==> config.mk <==
export PLATFORM = sky130hd
export DESIGN_NAME = checkpoint_monitor_flat
export DESIGN_NICKNAME = d
export VERILOG_FILES = /design/src/rtl/checkpoint_monitor_if.sv /design/src/rtl/checkpoint_monitor.sv /design/src/flat_wrapper.sv
export SDC_FILE = /design/constraint.sdc
export NUM_CORES = 1
export LEC_CHECK = 0
export CORE_ASPECT_RATIO = 1.1
export CORE_UTILIZATION = 45
export DETAILED_ROUTE_END_ITERATION = 10
export GPL_TIMING_DRIVEN = 0
export PLACE_DENSITY_LB_ADDON = 0.25
export SYNTH_ARGS = -nofsm -noshare
export SYNTH_HDL_FRONTEND = slang
export SYNTH_SLANG_ARGS = --single-unit
==> constraint.sdc <==
create_clock -name clock -period 2.45 [get_ports clock]
set_input_delay 0.49 -clock clock [delete_from_list [all_inputs] [get_ports clock]]
set_output_delay 0.49 -clock clock [all_outputs]
set_load 0.01 [all_outputs]
==> src/rtl/checkpoint_monitor_if.sv <==
// Checkpoint monitor bus: firmware checkpoint code in, qualified code and sticky status out.
// The monitor owns the slave modport; the firmware/bench side owns the master modport.
interface checkpoint_monitor_if;
    logic [15:0] checkbits;
    logic        code_valid;
    logic [15:0] last_code;
    logic [2:0]  started;
    logic [2:0]  passed;
    logic        done;
    logic        pass;
    logic        fail;
    logic        seq_err;
    logic        timeout;

    modport master (
        output checkbits,
        input  code_valid, last_code, started, passed, done, pass, fail, seq_err, timeout
    );

    modport slave (
        input  checkbits,
        output code_valid, last_code, started, passed, done, pass, fail, seq_err, timeout
    );
endinterface

==> src/rtl/checkpoint_monitor.sv <==
// Debounces a firmware checkpoint bus and tracks the word/short/byte test phases to PASS/FAIL.
// Latency: code_valid one cycle after STABLE_CYCLES equal samples; status one cycle after code_valid; no backpressure.
// Optional CHECKPOINT_TIMEOUT_EN adds a TIMEOUT_CYCLES watchdog that ends in the TIMEOUT state.
module checkpoint_monitor #(
    parameter int unsigned STABLE_CYCLES  = 4,
    parameter logic [31:0] TIMEOUT_CYCLES = 32'd100000
) (
    input  logic               clock,
    input  logic               reset,
    checkpoint_monitor_if.slave mon
);

    localparam logic [3:0] S_WAIT_WORD  = 4'd0;
    localparam logic [3:0] S_WORD       = 4'd1;
    localparam logic [3:0] S_WAIT_SHORT = 4'd2;
    localparam logic [3:0] S_SHORT      = 4'd3;
    localparam logic [3:0] S_WAIT_BYTE  = 4'd4;
    localparam logic [3:0] S_BYTE       = 4'd5;
    localparam logic [3:0] S_PASS       = 4'd6;
    localparam logic [3:0] S_FAIL       = 4'd7;
    localparam logic [3:0] S_TIMEOUT    = 4'd8;

    localparam logic [7:0] STABLE    = 8'(STABLE_CYCLES);
    localparam logic [7:0] STABLE_M1 = 8'(STABLE_CYCLES - 1);

    logic [15:0] samp_q;
    logic [7:0]  stab_cnt;
    logic [7:0]  stab_nxt;
    logic        match;
    logic        hit;
    logic        accept;

    logic        code_valid_q;
    logic [15:0] last_code_q;

    // A mismatch restarts the count at 1, which is itself a fresh arrival when STABLE_CYCLES is 1.
    always_comb begin
        match    = (mon.checkbits == samp_q);
        hit      = match ? (stab_cnt == STABLE_M1) : (STABLE_CYCLES == 1);
        stab_nxt = match ? ((stab_cnt == STABLE) ? stab_cnt : stab_cnt + 8'd1) : 8'd1;
        accept   = hit && (mon.checkbits != last_code_q);
    end

    always_ff @(posedge clock) begin
        if (reset) begin
            samp_q       <= '0;
            stab_cnt     <= '0;
            code_valid_q <= 1'b0;
            last_code_q  <= '0;
        end else begin
            samp_q       <= mon.checkbits;
            stab_cnt     <= stab_nxt;
            code_valid_q <= accept;
            if (accept)
                last_code_q <= mon.checkbits;
        end
    end

    // Code decode: phase is one-hot {byte,short,word}.
    logic       is_start;
    logic       is_pass;
    logic       is_fail;
    logic [2:0] phase;

    always_comb begin
        is_start = 1'b0;
        is_pass  = 1'b0;
        is_fail  = 1'b0;
        phase    = 3'b000;
        case (last_code_q)
            16'hA040: begin is_start = 1'b1; phase = 3'b001; end
            16'hAB41: begin is_pass  = 1'b1; phase = 3'b001; end
            16'hAB40: begin is_fail  = 1'b1; phase = 3'b001; end
            16'hA020: begin is_start = 1'b1; phase = 3'b010; end
            16'hAB21: begin is_pass  = 1'b1; phase = 3'b010; end
            16'hAB20: begin is_fail  = 1'b1; phase = 3'b010; end
            16'hA010: begin is_start = 1'b1; phase = 3'b100; end
            16'hAB11: begin is_pass  = 1'b1; phase = 3'b100; end
            16'hAB10: begin is_fail  = 1'b1; phase = 3'b100; end
            default:  ;
        endcase
    end

    logic [3:0] state;
    logic [3:0] state_nxt;
    logic [2:0] started_q;
    logic [2:0] started_nxt;
    logic [2:0] passed_q;
    logic [2:0] passed_nxt;
    logic       seq_err_q;
    logic       seq_err_nxt;
    logic       done_q;
    logic       pass_q;
    logic       fail_q;
    logic       exp_start;
    logic [2:0] exp_phase;
    logic [3:0] tgt;
    logic       live;
    logic       expire;

    always_comb begin
        exp_start = 1'b0;
        exp_phase = 3'b000;
        tgt       = state;
        live      = 1'b1;
        case (state)
            S_WAIT_WORD:  begin exp_start = 1'b1; exp_phase = 3'b001; tgt = S_WORD;       end
            S_WORD:       begin exp_start = 1'b0; exp_phase = 3'b001; tgt = S_WAIT_SHORT; end
            S_WAIT_SHORT: begin exp_start = 1'b1; exp_phase = 3'b010; tgt = S_SHORT;      end
            S_SHORT:      begin exp_start = 1'b0; exp_phase = 3'b010; tgt = S_WAIT_BYTE;  end
            S_WAIT_BYTE:  begin exp_start = 1'b1; exp_phase = 3'b100; tgt = S_BYTE;       end
            S_BYTE:       begin exp_start = 1'b0; exp_phase = 3'b100; tgt = S_PASS;       end
            default:      live = 1'b0;
        endcase
    end

    always_comb begin
        state_nxt   = state;
        started_nxt = started_q;
        passed_nxt  = passed_q;
        seq_err_nxt = seq_err_q;
        if (live && code_valid_q && (is_start || is_pass || is_fail)) begin
            if (is_fail) begin
                state_nxt = S_FAIL;
            end else if ((exp_start ? is_start : is_pass) && (phase == exp_phase)) begin
                state_nxt = tgt;
                if (is_start)
                    started_nxt = started_q | phase;
                else
                    passed_nxt  = passed_q | phase;
            end else begin
                state_nxt   = S_FAIL;
                seq_err_nxt = 1'b1;
            end
        end
        // An accepted code that lands in a terminal state wins over a coincident expiry.
        if (expire && (state_nxt != S_PASS) && (state_nxt != S_FAIL))
            state_nxt = S_TIMEOUT;
    end

    always_ff @(posedge clock) begin
        if (reset) begin
            state     <= S_WAIT_WORD;
            started_q <= '0;
            passed_q  <= '0;
            seq_err_q <= 1'b0;
            done_q    <= 1'b0;
            pass_q    <= 1'b0;
            fail_q    <= 1'b0;
        end else begin
            state     <= state_nxt;
            started_q <= started_nxt;
            passed_q  <= passed_nxt;
            seq_err_q <= seq_err_nxt;
            done_q    <= (state_nxt == S_PASS) || (state_nxt == S_FAIL) || (state_nxt == S_TIMEOUT);
            pass_q    <= (state_nxt == S_PASS);
            fail_q    <= (state_nxt == S_FAIL) || (state_nxt == S_TIMEOUT);
        end
    end

`ifdef CHECKPOINT_TIMEOUT_EN
    logic [31:0] tmo_cnt;
    logic        timeout_q;

    // tmo_cnt holds the number of elapsed live cycles, so expiry lands on cycle TIMEOUT_CYCLES.
    assign expire = live && (tmo_cnt == TIMEOUT_CYCLES - 32'd1);

    always_ff @(posedge clock) begin
        if (reset) begin
            tmo_cnt   <= '0;
            timeout_q <= 1'b0;
        end else begin
            if (live)
                tmo_cnt <= tmo_cnt + 32'd1;
            timeout_q <= (state_nxt == S_TIMEOUT);
        end
    end

    assign mon.timeout = timeout_q;
`else
    logic unused_tmo_cfg;

    assign unused_tmo_cfg = ^TIMEOUT_CYCLES;
    assign expire         = 1'b0;
    assign mon.timeout    = 1'b0;
`endif

    assign mon.code_valid = code_valid_q;
    assign mon.last_code  = last_code_q;
    assign mon.started    = started_q;
    assign mon.passed     = passed_q;
    assign mon.done       = done_q;
    assign mon.pass       = pass_q;
    assign mon.fail       = fail_q;
    assign mon.seq_err    = seq_err_q;

endmodule

==> src/flat_wrapper.sv <==
// flat-port wrapper written by rule: the top's interface ports become plain ports
module checkpoint_monitor_flat 
#(
    parameter int unsigned STABLE_CYCLES  = 4,
    parameter logic [31:0] TIMEOUT_CYCLES = 32'd100000
)
  (clock, reset, mon_checkbits, mon_code_valid, mon_last_code, mon_started, mon_passed, mon_done, mon_pass, mon_fail, mon_seq_err, mon_timeout);
  checkpoint_monitor_if mon_i ();
  input  logic clock;
  input  logic reset;
  input wire logic [$bits(mon_i.checkbits)-1:0] mon_checkbits;
  output wire logic [$bits(mon_i.code_valid)-1:0] mon_code_valid;
  output wire logic [$bits(mon_i.last_code)-1:0] mon_last_code;
  output wire logic [$bits(mon_i.started)-1:0] mon_started;
  output wire logic [$bits(mon_i.passed)-1:0] mon_passed;
  output wire logic [$bits(mon_i.done)-1:0] mon_done;
  output wire logic [$bits(mon_i.pass)-1:0] mon_pass;
  output wire logic [$bits(mon_i.fail)-1:0] mon_fail;
  output wire logic [$bits(mon_i.seq_err)-1:0] mon_seq_err;
  output wire logic [$bits(mon_i.timeout)-1:0] mon_timeout;
  assign mon_i.checkbits = mon_checkbits;
  assign mon_code_valid = mon_i.code_valid;
  assign mon_last_code = mon_i.last_code;
  assign mon_started = mon_i.started;
  assign mon_passed = mon_i.passed;
  assign mon_done = mon_i.done;
  assign mon_pass = mon_i.pass;
  assign mon_fail = mon_i.fail;
  assign mon_seq_err = mon_i.seq_err;
  assign mon_timeout = mon_i.timeout;
  checkpoint_monitor #(.STABLE_CYCLES(STABLE_CYCLES), .TIMEOUT_CYCLES(TIMEOUT_CYCLES)) u_core (.clock(clock), .reset(reset), .mon(mon_i));
endmodule
==> results of run 1 <==
==> synthesized netlist by cell type, types with 5 or more instances <==
library cell / instances
dfxtp_1: 55
nor2_1: 37
nor2b_1: 21
xnor2_1: 21
xor2_1: 19
mux2i_1: 17
a21oi_1: 10
inv_1: 9
nor4_1: 9
nor3_1: 8
nand4_1: 7
buf_2: 6
clkbuf_1: 6
nand2_1: 6
nand3_1: 6
and3_1: 5
nand2b_1: 5
or3_1: 5
==> layout make-up <==
type | count | area share, %
tap | 77 | 2.836
inverter | 9 | 0.9945
clock inverter | 1 | 0.8840
sequential | 55 | 32.41
multi-input combinational | 219 | 45.52
buffer | 14 | 2.247
timing repair buffer | 44 | 12.96
clock buffer | 6 | 2.136
==> worst paths after layout <==
path	startpoint	to	slack, ns
setup reg to reg	u_core.mon.last_code[7]	u_core.mon.fail	0.12
hold reg to reg	u_core.mon.seq_err	u_core.mon.seq_err	0.45
setup / recovery	mon_checkbits[6]	u_core.mon.last_code[12]	0.09
hold / removal	u_core.mon.seq_err	u_core.mon.seq_err	0.45
==> power by group <==
group	internal, mW	switching [mW]
sequential	0.908	0.00676
combinational	0.0606	0.0572
clock	0.300	0.281
total	1.27	0.345
==> kinds of logic (layout without fill, tap and decap cells) <==
| logic type | Yosys count | count (layout) | synth area share [%] |
|---|---|---|---|
| flops | 55 | 55 | 40.48 |
| compound gates | 32 | 32 | 8.648 |
| mux | 18 | 18 | 6.761 |
| simple gates | 126 | 126 | 26.31 |
| xor+xnor | 40 | 40 | 12.88 |
| other cells | 1 | 1 | 0.1379 |
| fa+ha+maj | 2 | 2 | 0.9198 |
| buf+inv | 23 | 74 | 3.864 |
==> stage by stage <==
stage / instances / setup TNS (ns) / instance area (sq um) / setup WS, ns
CTS: 425 / 0 / 3368 / 0.02515
global route: 425 / -0.3671 / 3397 / -0.06851
global placement: 418 / -4.090 / 3257 / -0.3698
detailed placement: 418 / -4.405 / 3257 / -0.3925
finish: 425 / 0 / 3397 / 0.09450
floorplan: 297 / 0 / 2720 / 0.3409
==> flip-flops by register name, summed over array words and instances (netlist names) <==
register and flops:
u_core.mon.last_code 16, u_core.samp_q 16, u_core.stab_cnt 8, u_core.state 4, u_core.mon.passed 3, u_core.mon.started 3
u_core.mon.code_valid 1, u_core.mon.done 1, u_core.mon.fail 1, u_core.mon.pass 1, u_core.mon.seq_err 1
==> critical path, delay by kind of cell <==
| kind | cells | cell delay, ns |
|---|---|---|
| and+or+nand+nor | 4 | 0.74 |
| xor gates and xnor gates | 1 | 0.15 |
| muxes | 1 | 0.16 |
| buffers and inverters | 3 | 1.01 |
==> layer usage <==
layer	vias to the layer above	GRT usage, %	part of all wire [%]
met5	-	0	0
met4	0	8.392	1.9
met3	10	3.934	3.6
met2	58	34.21	49
met1	1034	25.51	45
li1	1114	-	-
==> timing repair <==
action	in CTS	in global routing
endpoints found under the hold margin	0	0
setup endpoints to repair	9	14
resized for setup	2	5
pin swaps	0	0
==> flow_summary.toml, run 1 <==
[final_layout]
final_cell_mix = "dfxtp_1 (55), clkdlybuf4s50_1 (44), nor2_1 (37)"
drive_gt1_share_pct = 9.770
area_growth_syn_to_layout_pct = 24.89
layout.nets = 368
fillCellCount = 543
multiInputGateArea_sq_mm = 0.001546
diodes = 0
mostFrequentLayoutCell = "dfxtp_1"
utilization_pct = 58.51
regArea_sq_mm = 0.001101

[timing]
layout_worst_path_cycle_share_pct = 96.14
holdWs_ns = 0.4483
setup_violations = 0
tightest_slew_ns = 0.5858
finalHoldViolCount = 0
fin_worst_skew_ns = 0.004070
slew_viol_final = 0
fmax_mhz = 424.5
relSlewSlack_pct = 60.59
layout_min_cycle_time_ns = 2.356
grt_setup_unrepaired = "yes"

[synth]
yosys_most_used_dff = "dfxtp_1"
synth_area_per_cell_sq_um = 9.159
synth_top_area_cell = "dfxtp_1"
synth.top_cell.area_share_pct = 40.48
async_flop_share_pct = 0
netlist_instances = 297
synth_area_leaders = "dfxtp_1 (40%), xnor2_1 (6.8%), mux2i_1 (6.3%)"
synth_edf_count = 0
netlist_area_sq_mm = 0.002720
syn-num-nets = 317
yosysWarnings = 0
synth_cell_types = 50
ys_seq_area_share_pct = 40.48
synth-seq-cells = 55

[die]
io_pins = 46
num_rows = 29
die-area_sq_mm = 0.006360
start_util_pct = 46.85
core_sq_mm = 0.005806
die_h_microns = 83.54
die_w_microns = 76.13

[worst_hold_path]
hp-class = "register to register"
hold_depth = 2

[routing]
drt_iter0_markers = 132
drt_wl_total_mm = 6.044
wl_per_cell_microns = 14.22
via_per_inst = 5.214
num_vias = 2216
first_pass_iters = 4
drc_errors = 0
postRouteAntennaNets = 0

[place]
port_buffers = 44
hpwl_mm = 4.418
gp_congestion = 0.8479

[cts]
cts_setup_buffers = 0
clk_pin_slew_ns = 0.09
cts_buffer_depth = 2
cts.sinks = 55
holdBufCountCts = 0
cts_tree = "done"
root_buffer = "clkbuf_8"
htree_levels = 2
cts_inserted_buffers = 5
worstSkewPairLatency_ns = 0.30

[critical_path]
crit_chain = "clkdlybuf4s50_1, xnor2_1, nand4_1, nor4_4, nand4_1, clkbuf_4, buf_4, mux2i_1, nor2_1"
cpMostUsedCell = "nand4_1"
cp.arrival_ns = 2.54
endpoint_kind = "register"
cp.required_ns = 2.63
critPathLaunchType = "input pin"
critPathKind = "input pin to register"
cp_max_fo = 10
crit_slowest_cell = "clkdlybuf4s50_1"
worstRegToRegCells = 7
critPathMaxStageDelay_ns = 0.56

[power_and_ir_drop]
ir_worst_vdd_mv = 0.3763
p_per_area_mw_per_mm2 = 475.0
p_leak_nw = 1.364
report.power.total_mw = 1.614

[global_routing]
grt_start_max_net_pins = 16
grt_usage_pct = 20.36
grt.overflow.total = 0
grt_pass1_vias = 2112
antenna_found_initial = 0
grt_first_pass_wirelength_mm = 10.23

[outcome]
outcome = "finished, final reports clean"

[flow_run]
max-cap-violations = 0
Power figures use the tool's default switching activity.
==> run 2, diff against run 1 <==
- CTS_BUF_LIST: default -> sky130_fd_sc_hd__clkbuf_4 sky130_fd_sc_hd__clkbuf_8 sky130_fd_sc_hd__clkbuf_16
==> run 2 against run 1 <==
Sequential cell count did not move. Clock power rose by 2%. Setup slack improved by 0.0029 ns. Critical path depth did not move. First-iteration DRC count fell by 3.8%. Via count rose by 0.54%. Clock skew barely moved. Cell count did not move. Die area did not move. Wire length rose by 0.30%. Non-clock buffer count did not move. Combinational power barely moved. Critical path type unchanged. Highest routed layer unchanged.
==> flow_summary.toml, run 2 (synthesis results as in run 1) <==
[outcome]
outcome = "finished, final reports clean"

[die]
start_util_pct = 46.85
num_rows = 29
die-area_sq_mm = 0.006360
core_sq_mm = 0.005806
die_w_microns = 76.13
die_h_microns = 83.54
io_pins = 46

[timing]
grt_setup_unrepaired = "yes"
fmax_mhz = 425.1
fin_worst_skew_ns = 0.003811
relSlewSlack_pct = 61.58
holdWs_ns = 0.4483
layout_min_cycle_time_ns = 2.353
layout_worst_path_cycle_share_pct = 96.02
tightest_slew_ns = 0.5711
slew_viol_final = 0
setup_slack_ns = 0.09744
setup_violations = 0
finalHoldViolCount = 0

[cts]
htree_levels = 2
cts_inserted_buffers = 5
holdBufCountCts = 0
worstSkewPairLatency_ns = 0.31
cts_setup_buffers = 0
cts_buffer_depth = 2
root_buffer = "clkbuf_8"
clk_pin_slew_ns = 0.09
cts.sinks = 55
cts_tree = "done"

[power_and_ir_drop]
power_frac_seq_pct = 56.2
power_frac_comb_pct = 7.2
swShare_pct = 21.38
p_int_mw = 1.280
p_leak_nw = 1.368
report.power.total_mw = 1.628
ir_worst_vdd_mv = 0.3764
clockPowerShare_pct = 36.6
switching_power_mw = 0.3482
p_per_area_mw_per_mm2 = 478.7

[place]
post-place-ws_ns = -0.3925
port_buffers = 44
hpwl_mm = 4.418
gp_congestion = 0.8479

[critical_path]
critPathLaunchType = "input pin"
critPathKind = "input pin to register"
cpMostUsedCell = "nand4_1"
endpoint_kind = "register"
critPathMaxStageDelay_ns = 0.56
crit_chain = "clkdlybuf4s50_1, xnor2_1, nand4_1, nor4_4, nand4_1, clkbuf_4, buf_4, mux2i_1, nor2_1"
cp.arrival_ns = 2.54
cp_max_fo = 10
crit_family = "buffers and inverters"
crit_slowest_cell = "clkdlybuf4s50_1"
path_buf_inv = 3
cp.required_ns = 2.63

[final_layout]
area_growth_syn_to_layout_pct = 25.02
fillCellCount = 542
layout.nets = 368
drive_gt1_share_pct = 10.06
mostFrequentLayoutCell = "dfxtp_1"
final_cell_mix = "dfxtp_1 (55), clkdlybuf4s50_1 (44), nor2_1 (37)"
diodes = 0

[global_routing]
grt_first_pass_wirelength_mm = 10.23
grt.overflow.total = 0
grt_usage_pct = 20.36
antenna_found_initial = 0
grt_start_max_net_pins = 16
grt_pass1_vias = 2112

[routing]
drt_iter0_markers = 127
via_per_inst = 5.242
first_pass_iters = 5
postRouteAntennaNets = 0
num_vias = 2228
wl_per_cell_microns = 14.26
drt_wl_total_mm = 6.062
drc_errors = 0

[worst_hold_path]
hp-class = "register to register"

[flow_run]
max-cap-violations = 0
-- run 2: cell counts in the layout (fill, tap and decap cells not counted) --
Identical to the previous run, type by type.
-- run 2: path summary, 6_finish.rpt --
| kind | slack, ns | to | from | depth (start not counted) |
|---|---|---|---|---|
| setup / recovery | 0.1 | u_core.mon.last_code[12] | mon_checkbits[6] | 9 |
| hold / removal | 0.45 | u_core.mon.seq_err | u_core.mon.seq_err | 2 |
| setup reg to reg | 0.11 | u_core.mon.fail | u_core.mon.last_code[7] | 7 |
| hold reg to reg | 0.45 | u_core.mon.seq_err | u_core.mon.seq_err | 2 |
-- run 2: worst reg2reg max path: cells and delay by family (launching register included) --
kind | cells | cell delay (ns)
simple gates | 5 | 1.48
flops | 1 | 0.37
compound gates | 2 | 0.42
-- run 2: through the flow --
stage / instances / instance area [sq um] / utilization, % / TNS (ns)
after floorplan: 297 / 2720 / - / 0
after global placement: 418 / 3257 / 56.10 / -4.090
after detailed placement: 418 / 3257 / 56.10 / -4.405
after CTS: 425 / 3372 / 58.08 / 0
after global routing: 425 / 3401 / 58.58 / -0.3670
final: 425 / 3401 / 58.58 / 0
-- run 2: timing repair --
| item | in CTS | in global routing |
|---|---|---|
| endpoints found under the hold margin | 0 | 0 |
| endpoints found under the setup margin | 9 | 14 |
| resized for setup | 2 | 5 |
-- run 2: final cells by class --
class                      count  area (sq um)  share of cell area, %
buffer                        14         76.32                  2.244
clock buffer                   6         76.32                  2.244
clock inverter                 1         30.03                 0.8830
inverter                       9         33.78                 0.9934
multi-input combinational    219          1546                  45.47
sequential                    55          1101                  32.38
tap                           77         96.34                  2.833
timing repair buffer          44         440.4                  12.95
-- run 2: power groups by stage --
stage | registers (mW) | logic (mW) | clock network, mW
after floorplan | 0.935 | 0.0579 | 0
after global placement | 0.936 | 0.115 | 0
after detailed placement | 0.936 | 0.116 | 0
after CTS | 0.915 | 0.117 | 0.609
after global routing | 0.917 | 0.129 | 0.647
final | 0.915 | 0.118 | 0.595
-- run 2: per-layer routing --
| layer | vias up | global-route usage [%] | share of wire (%) | routed length [microns] |
|---|---|---|---|---|
| met5 | - | 0 | 0 | 0 |
| met4 | 0 | 8.392 | 1.6 | 100 |
| met3 | 9 | 3.934 | 4.1 | 248 |
| met2 | 59 | 34.21 | 49 | 2997 |
| met1 | 1044 | 25.53 | 45 | 2716 |
| li1 | 1116 | - | - | - |
